===== config.mk =====
export PLATFORM = sky130hd
export DESIGN_NAME = instr_mix_profiler
export DESIGN_NICKNAME = d
export VERILOG_FILES = /design/src/rtl/instr_mix_profiler.sv
export SDC_FILE = /design/constraint.sdc
export NUM_CORES = 2
export LEC_CHECK = 0
export CAP_MARGIN = 10
export CORE_MARGIN = 1.5
export CORE_UTILIZATION = 49
export DETAILED_ROUTE_END_ITERATION = 6
export GPL_TIMING_DRIVEN = 0
export PLACE_DENSITY = 0.74
export SYNTH_ARGS = -nofsm -noshare
export SYNTH_HDL_FRONTEND = slang
export SYNTH_SLANG_ARGS = --single-unit

===== constraint.sdc =====
create_clock -name clk -period 3.8 [get_ports clk]
set_input_delay 1.14 -clock clk [delete_from_list [all_inputs] [get_ports clk]]
set_output_delay 1.14 -clock clk [all_outputs]
set_load 0.1 [all_outputs]

===== src/rtl/instr_mix_profiler.sv =====
// Instruction-mix profiler: classifies issued RV32 words into 12 classes, counts per class plus total.
// Latency: counters update at the edge after the event; rd_data is registered (one cycle after rd_sel).
// Backpressure: none; sustains one counted instruction per cycle with no stall.
module instr_mix_profiler #(
    parameter int unsigned     CNT_W      = 32,
    parameter bit              SATURATE   = 1'b1,
    parameter bit              DEDUP      = 1'b1,
    parameter longint unsigned WINDOW_LEN = 64'd0
) (
    input  logic             clk,
    input  logic             rst_n,
    input  logic             enable,
    input  logic             clear,
    input  logic [31:0]      instr,
    input  logic             instr_valid,
    input  logic             snap_req,
    input  logic             rd_bank,
    input  logic [3:0]       rd_sel,
    output logic [CNT_W-1:0] rd_data,
    output logic             snap_done,
    output logic             any_ovf
);

    localparam int unsigned NCNT = 13;   // 12 class counters + total
    localparam int unsigned TOT  = 12;   // index of the total counter
    localparam bit          WIN_EN   = (WINDOW_LEN != 64'd0);
    // Only meaningful when WIN_EN; with WINDOW_LEN == 0 the roll condition is gated off.
    localparam logic [CNT_W-1:0] WIN_LAST = CNT_W'(WINDOW_LEN - 64'd1);

    // Class of an OP/OP-IMM instruction whose funct3 is not 000.
    function automatic logic [3:0] alu_f3_class(input logic [2:0] f3);
        logic [3:0] c;
        case (f3)
            3'b001, 3'b101:         c = 4'd5;   // shift
            3'b010, 3'b011:         c = 4'd6;   // compare
            3'b100, 3'b110, 3'b111: c = 4'd4;   // logic
            default:                c = 4'd2;   // funct3 000 on OP-IMM is an add
        endcase
        return c;
    endfunction

    // Map an instruction word to its class index 0..11.
    function automatic logic [3:0] classify(input logic [31:0] w);
        logic [6:0] opc;
        logic [2:0] f3;
        logic [6:0] f7;
        logic [3:0] c;
        opc = w[6:0];
        f3  = w[14:12];
        f7  = w[31:25];
        c   = 4'd11;
        case (opc)
            7'b0000011: c = 4'd0;               // load
            7'b0100011: c = 4'd1;               // store
            7'b0010111: c = 4'd2;               // AUIPC counts as add
            7'b0010011: c = alu_f3_class(f3);   // OP-IMM
            7'b0110011: begin                   // OP
                if (f7 == 7'b0000001) begin
                    c = 4'd11;                  // M-extension
                end else if (f3 == 3'b000) begin
                    if (f7 == 7'b0000000)      c = 4'd2;
                    else if (f7 == 7'b0100000) c = 4'd3;
                    else                       c = 4'd11;
                end else begin
                    c = alu_f3_class(f3);
                end
            end
            7'b1100011: c = 4'd7;               // branch
            7'b1101111,
            7'b1100111: c = 4'd8;               // JAL / JALR
            7'b1110011: c = 4'd9;               // system
            7'b0101111: c = 4'd10;              // atomic
            default:    c = 4'd11;
        endcase
        return c;
    endfunction

    // Live bank
    logic [CNT_W-1:0] cnt_q   [NCNT];
    logic [CNT_W-1:0] cnt_d   [NCNT];
    logic [CNT_W-1:0] upd_cnt [NCNT];
    logic [NCNT-1:0]  ovf_q, ovf_d, upd_ovf;

    // Shadow bank
    logic [CNT_W-1:0] sh_cnt_q [NCNT];
    logic [CNT_W-1:0] sh_cnt_d [NCNT];
    logic [NCNT-1:0]  sh_ovf_q, sh_ovf_d;

    // Dedup history and window position
    logic [31:0]      hist_q, hist_d;
    logic             hist_vld_q, hist_vld_d;
    logic [CNT_W-1:0] win_cnt_q, win_cnt_d;

    // Outputs
    logic [CNT_W-1:0] rd_data_q, rd_data_d;
    logic             snap_done_q, snap_done_d;
    logic             any_ovf_q, any_ovf_d;

    // Event qualification
    logic       dup;
    logic       cnt_evt;
    logic       win_roll;
    logic       sh_we;
    logic [3:0] cls;

    // Qualify the incoming word and decide window rollover.
    always_comb begin
        cls      = classify(instr);
        dup      = DEDUP && hist_vld_q && (instr == hist_q);
        cnt_evt  = enable && !clear && instr_valid && !dup;
        win_roll = WIN_EN && cnt_evt && (win_cnt_q == WIN_LAST);
        sh_we    = win_roll || snap_req;
    end

    // Incremented counter values and overflow flags, then live next-state.
    always_comb begin
        upd_ovf = ovf_q;
        for (int i = 0; i < NCNT; i++) begin
            upd_cnt[i] = cnt_q[i];
            if (cnt_evt && ((i == TOT) || (cls == 4'(i)))) begin
                if (&cnt_q[i]) begin
                    upd_ovf[i] = 1'b1;
                    upd_cnt[i] = SATURATE ? cnt_q[i] : '0;
                end else begin
                    upd_cnt[i] = cnt_q[i] + CNT_W'(1);
                end
            end
        end
        // Clear and window rollover both empty the live bank on this edge.
        ovf_d = (clear || win_roll) ? '0 : upd_ovf;
        for (int i = 0; i < NCNT; i++) begin
            cnt_d[i] = (clear || win_roll) ? '0 : upd_cnt[i];
        end
        any_ovf_d = |ovf_d;
    end

    // Shadow next-state: window snapshot includes this event, manual one does not.
    always_comb begin
        sh_ovf_d = sh_ovf_q;
        for (int i = 0; i < NCNT; i++) begin
            sh_cnt_d[i] = sh_cnt_q[i];
        end
        if (win_roll) begin
            sh_ovf_d = upd_ovf;
            for (int i = 0; i < NCNT; i++) begin
                sh_cnt_d[i] = upd_cnt[i];
            end
        end else if (snap_req) begin
            sh_ovf_d = ovf_q;
            for (int i = 0; i < NCNT; i++) begin
                sh_cnt_d[i] = cnt_q[i];
            end
        end
        snap_done_d = sh_we;
    end

    // History and window counter next-state; hist survives a window rollover.
    always_comb begin
        hist_d     = hist_q;
        hist_vld_d = hist_vld_q;
        win_cnt_d  = win_cnt_q;
        if (cnt_evt) begin
            hist_d     = instr;
            hist_vld_d = 1'b1;
        end
        if (clear) begin
            hist_d     = '0;
            hist_vld_d = 1'b0;
        end
        if (!WIN_EN || clear || win_roll) begin
            win_cnt_d = '0;
        end else if (cnt_evt) begin
            win_cnt_d = win_cnt_q + CNT_W'(1);
        end
    end

    // Read mux: selects from registered state, result registered below.
    always_comb begin
        rd_data_d = '0;
        if (rd_sel < 4'd13) begin
            rd_data_d = rd_bank ? sh_cnt_q[rd_sel] : cnt_q[rd_sel];
        end else if (rd_sel == 4'd13) begin
            rd_data_d = CNT_W'(rd_bank ? sh_ovf_q : ovf_q);
        end
    end

    // Live bank registers.
    always_ff @(posedge clk or negedge rst_n) begin
        if (!rst_n) begin
            for (int i = 0; i < NCNT; i++) begin
                cnt_q[i] <= '0;
            end
            ovf_q     <= '0;
            any_ovf_q <= 1'b0;
        end else begin
            for (int i = 0; i < NCNT; i++) begin
                cnt_q[i] <= cnt_d[i];
            end
            ovf_q     <= ovf_d;
            any_ovf_q <= any_ovf_d;
        end
    end

    // Shadow bank registers and capture pulse.
    always_ff @(posedge clk or negedge rst_n) begin
        if (!rst_n) begin
            for (int i = 0; i < NCNT; i++) begin
                sh_cnt_q[i] <= '0;
            end
            sh_ovf_q    <= '0;
            snap_done_q <= 1'b0;
        end else begin
            for (int i = 0; i < NCNT; i++) begin
                sh_cnt_q[i] <= sh_cnt_d[i];
            end
            sh_ovf_q    <= sh_ovf_d;
            snap_done_q <= snap_done_d;
        end
    end

    // Dedup history, window position and read data registers.
    always_ff @(posedge clk or negedge rst_n) begin
        if (!rst_n) begin
            hist_q     <= '0;
            hist_vld_q <= 1'b0;
            win_cnt_q  <= '0;
            rd_data_q  <= '0;
        end else begin
            hist_q     <= hist_d;
            hist_vld_q <= hist_vld_d;
            win_cnt_q  <= win_cnt_d;
            rd_data_q  <= rd_data_d;
        end
    end

    assign rd_data   = rd_data_q;
    assign snap_done = snap_done_q;
    assign any_ovf   = any_ovf_q;

endmodule


==> summary.txt <==
Synth warn = 0
Worst-margin pin slew = 1.44 ns
Die area = 100000 um2
Clock tree buffer depth = 3
Reg2reg start = cnt_q[236]
Crit path max fanout = 6
Worst hold path type = primary input to async pin
Slew headroom = 4.32%
Final std cells w/o fill = 5956
Net Sw Frac = 25.0%
Yosys reg bits = 925
Largest net degree at the start of global routing = 121
Pint = 0.0165 W
Root Driver = clkbuf_16
Clk_skew = 0.0440 ns
Clock Power Share = 47.6%
Max Slew Vio Count = 0
Total design power = 0.0220 W
Crit share post-route = 105%
Mapped Area = 48300 um2
Initial antenna violation count = 10
Reg2reg end = any_ovf
CP arrival = 4.49 ns
# DRC = 11
Num ports = 77
IO Port Bufs = 71
Final instance area = 55700 um2
# rows = 114
Mapped Cells = 4366
Post-DP HPWL = 125000 um
Total CTS buffers = 99
Post-synth ARST share = 100%
CTS tree = yes
Core Area = 97100 um2
Crit. End Element = register
Max stage delay on crit path = 1.08 ns
Count of cell types in the netlist = 71
Hold Buf Count CTS = 0
Share of cells above drive strength 1 = 21.9%
Violations in the final reports = DRC, setup timing
Worst slack at placement = -2.25 ns
Placed cell areas = 51000 um2
Starting Density = 49.7%
Final ANT Viol Nets = 0
Synth Flop Type = dfrtp_1
Final setup vio count = 10
Syn nets = 4422
GR Overflow Total = 0
Violation count after the first detailed-route iteration = 5573
Gpl congestion = 1.05
Clock transition at path regs = 0.06 ns
Nets@finish = 4650
Worst EP required = 4.32 ns
CP top delay family = simple AND/OR/NAND/NOR gates
Die width = 317 um
Mapped Avg Cell Area = 11.1 um2
VDD IR-drop max = 0.000316 V
Critical Path Start Type = register
Psw = 0.00551 W
Crit. path cell count = 8
Vias/cell = 6.73
RSZ-0062 raised after global routing = true
PnR worst setup slack = -0.176 ns
Final hold vios = 0
Status = complete, but fails checks
Worst path most repeated cell = nand4_1
DR vias = 40100
Number of global-route vias before repair = 38800
R2R setup slack = -0.18 ns
Vert. Die Dim = 317 um
Worst Path Buf+Inv = 0
Clk sink count = 925
Cell Pwr Density = 396 nW/um2
Worst Reg-to-Reg Cells = 8
CP max-delay cell = nor3_1
Reg power frac = 45.0%
EDFF count, synth = 0
Combinational share of power = 7.4%
Seq/Total Area, Yosys = 47.9%
Area delta synth->final = 15.3%
Placed insts = 5724
Worst-path cell chain = nand4_1 -> nor4_2 -> nand3_1 -> nor3_1 -> nand4_1 -> nand4_1 -> nor4_4 -> o211ai_1
Min cycle time layout = 3.98 ns
Per-cell routed wire length = 29.0 um
Clock latency on the worst-skew pair = 0.71 ns
Global-route wire length before repair = 254000 um
H-Tree Depth = 3
Setup CP Type = register to register
Drt pass-1 iters = 7
Max Freq = 0.252 GHz
WL final = 173000 um
Max_cap viols = 0
LEAKAGE = 23.5 nW
GRT Resource Usage Total = 34.4%
Fill cells = 7830
metal layers:
layer | vias to the layer above | track usage (%) | wire length, um
li1 | 16500 | - | -
met1 | 20400 | 45.6 | 64300
met5 | - | 0 | 53
met2 | 2593 | 50.2 | 74700
met3 | 564 | 10.2 | 21900
met4 | 8 | 20.1 | 11600
layout by cell type (no fill, tap or decap), types with 41 or more instances in the layout:
cell type,synthesis,routed
a21oi_1,244,243
and3_1,74,72
buf_4,1,56
clkbuf_1,232,213
clkbuf_16,0,103
clkdlybuf4s50_1,0,41
dfrtp_1,925,925
inv_1,85,85
mux2_2,440,440
mux2i_1,82,82
mux4_2,191,191
nand2_1,251,251
nand3_1,184,183
nand4_1,115,115
nor2_1,418,417
nor3_1,73,64
nor4_1,122,97
o21ai_0,144,143
o31ai_1,47,43
or3_1,112,110
xnor2_1,187,187
xor2_1,67,65
through the flow:
step | hold slack, ns | utilization, % | TNS [ns]
floorplan | 0.454 | - | -0.0100
global placement | 0.467 | 52.2 | -
detailed placement | 0.477 | 52.5 | -691.79
CTS | 0.386 | 56.9 | -1.58
global route | 0.423 | 57.3 | -0.427
finish | 0.368 | 57.3 | -0.351
state kept, by name, summed over array words and instances (netlist names):
register and flops:
sh_ovf_q 13, sh_cnt_q 416, cnt_q 416, snap_done 1, hist_vld_q 1, any_ovf 1
hist_q 32, ovf_q 13, rd_data 32
layout make-up:
| type | instances | area, um2 | area share, % |
|---|---|---|---|
| repair buffers | 139 | 1490 | 2.67 |
| clock inverters | 40 | 608 | 1.09 |
| inverters | 85 | 319 | 0.573 |
| clock buffers | 142 | 2870 | 5.15 |
| plain buffers | 280 | 1340 | 2.40 |
| multi-input cells | 3064 | 24300 | 43.7 |
| flip-flops and latches | 925 | 23100 | 41.6 |
| diodes | 5 | 12.5 | 0.0225 |
| well taps | 1276 | 1600 | 2.87 |
Yosys cell counts (all sizes together) (14+ instances only):
| library cell | count | area [um2] |
|---|---|---|
| and2 | 20 | 125 |
| mux2i | 82 | 821 |
| a21oi | 244 | 1220 |
| o221ai | 31 | 272 |
| buf | 61 | 261 |
| and3 | 74 | 463 |
| mux4 | 191 | 4300 |
| inv | 85 | 319 |
| o31a | 20 | 175 |
| nand4 | 115 | 719 |
| nor4 | 136 | 956 |
| nand3 | 184 | 921 |
| xor2 | 67 | 587 |
| nor3 | 76 | 395 |
| nor2 | 418 | 1570 |
| nand4b | 14 | 123 |
| or4 | 46 | 345 |
| mux2 | 443 | 4990 |
| or3 | 112 | 701 |
| dfrtp | 925 | 23100 |
| and4 | 34 | 298 |
| nor2b | 17 | 106 |
| o31ai | 47 | 353 |
| o21ai | 146 | 734 |
| nand2 | 251 | 942 |
| clkbuf | 232 | 871 |
| xnor2 | 187 | 1640 |
how the worst max path moves through the flow:
stage,from,to,slack (ns)
final,cnt_q[236],any_ovf,-0.18
after global routing,cnt_q[236],any_ovf,-0.15
after CTS,instr[5],any_ovf,-0.20
after detailed placement,clear,any_ovf,-2.25
after global placement,rst_n,cnt_q[277],-40.83
after floorplan,instr[4],cnt_q[311],-0.01
repair_timing:
action	CTS	global route
cloned	0	3
setup endpoints to repair	484	301
resized for setup	142	91
pin swaps	29	29
setup buffers	39	16
cell families (layout without fill, tap and decap cells):
| kind of cell | Yosys count | in the layout | share of synthesized area, % |
|---|---|---|---|
| adder cells (fa/ha/maj) | 13 | 13 | 0.337 |
| XOR/XNOR | 254 | 254 | 4.60 |
| multiplexers | 716 | 716 | 20.9 |
| flip-flops | 925 | 925 | 47.9 |
| AO/OA/AOI/OAI | 539 | 539 | 6.60 |
| buffers and inverters | 378 | 686 | 3.00 |
| AND/OR/NAND/NOR | 1541 | 1542 | 16.6 |
| other | 0 | 5 | 0 |
power groups by stage:
stage	registers (W)	logic [W]	clock network [W]
2_1_floorplan	0.0103	0.000632	0
3_3_place_gp	0.0101	0.00150	0
3_5_place_dp	0.0101	0.00155	0
4_1_cts	0.00992	0.00159	0.0105
5_1_grt	0.00992	0.00170	0.0109
6_report	0.00992	0.00163	0.0105
Power figures use the tool's default switching activity.
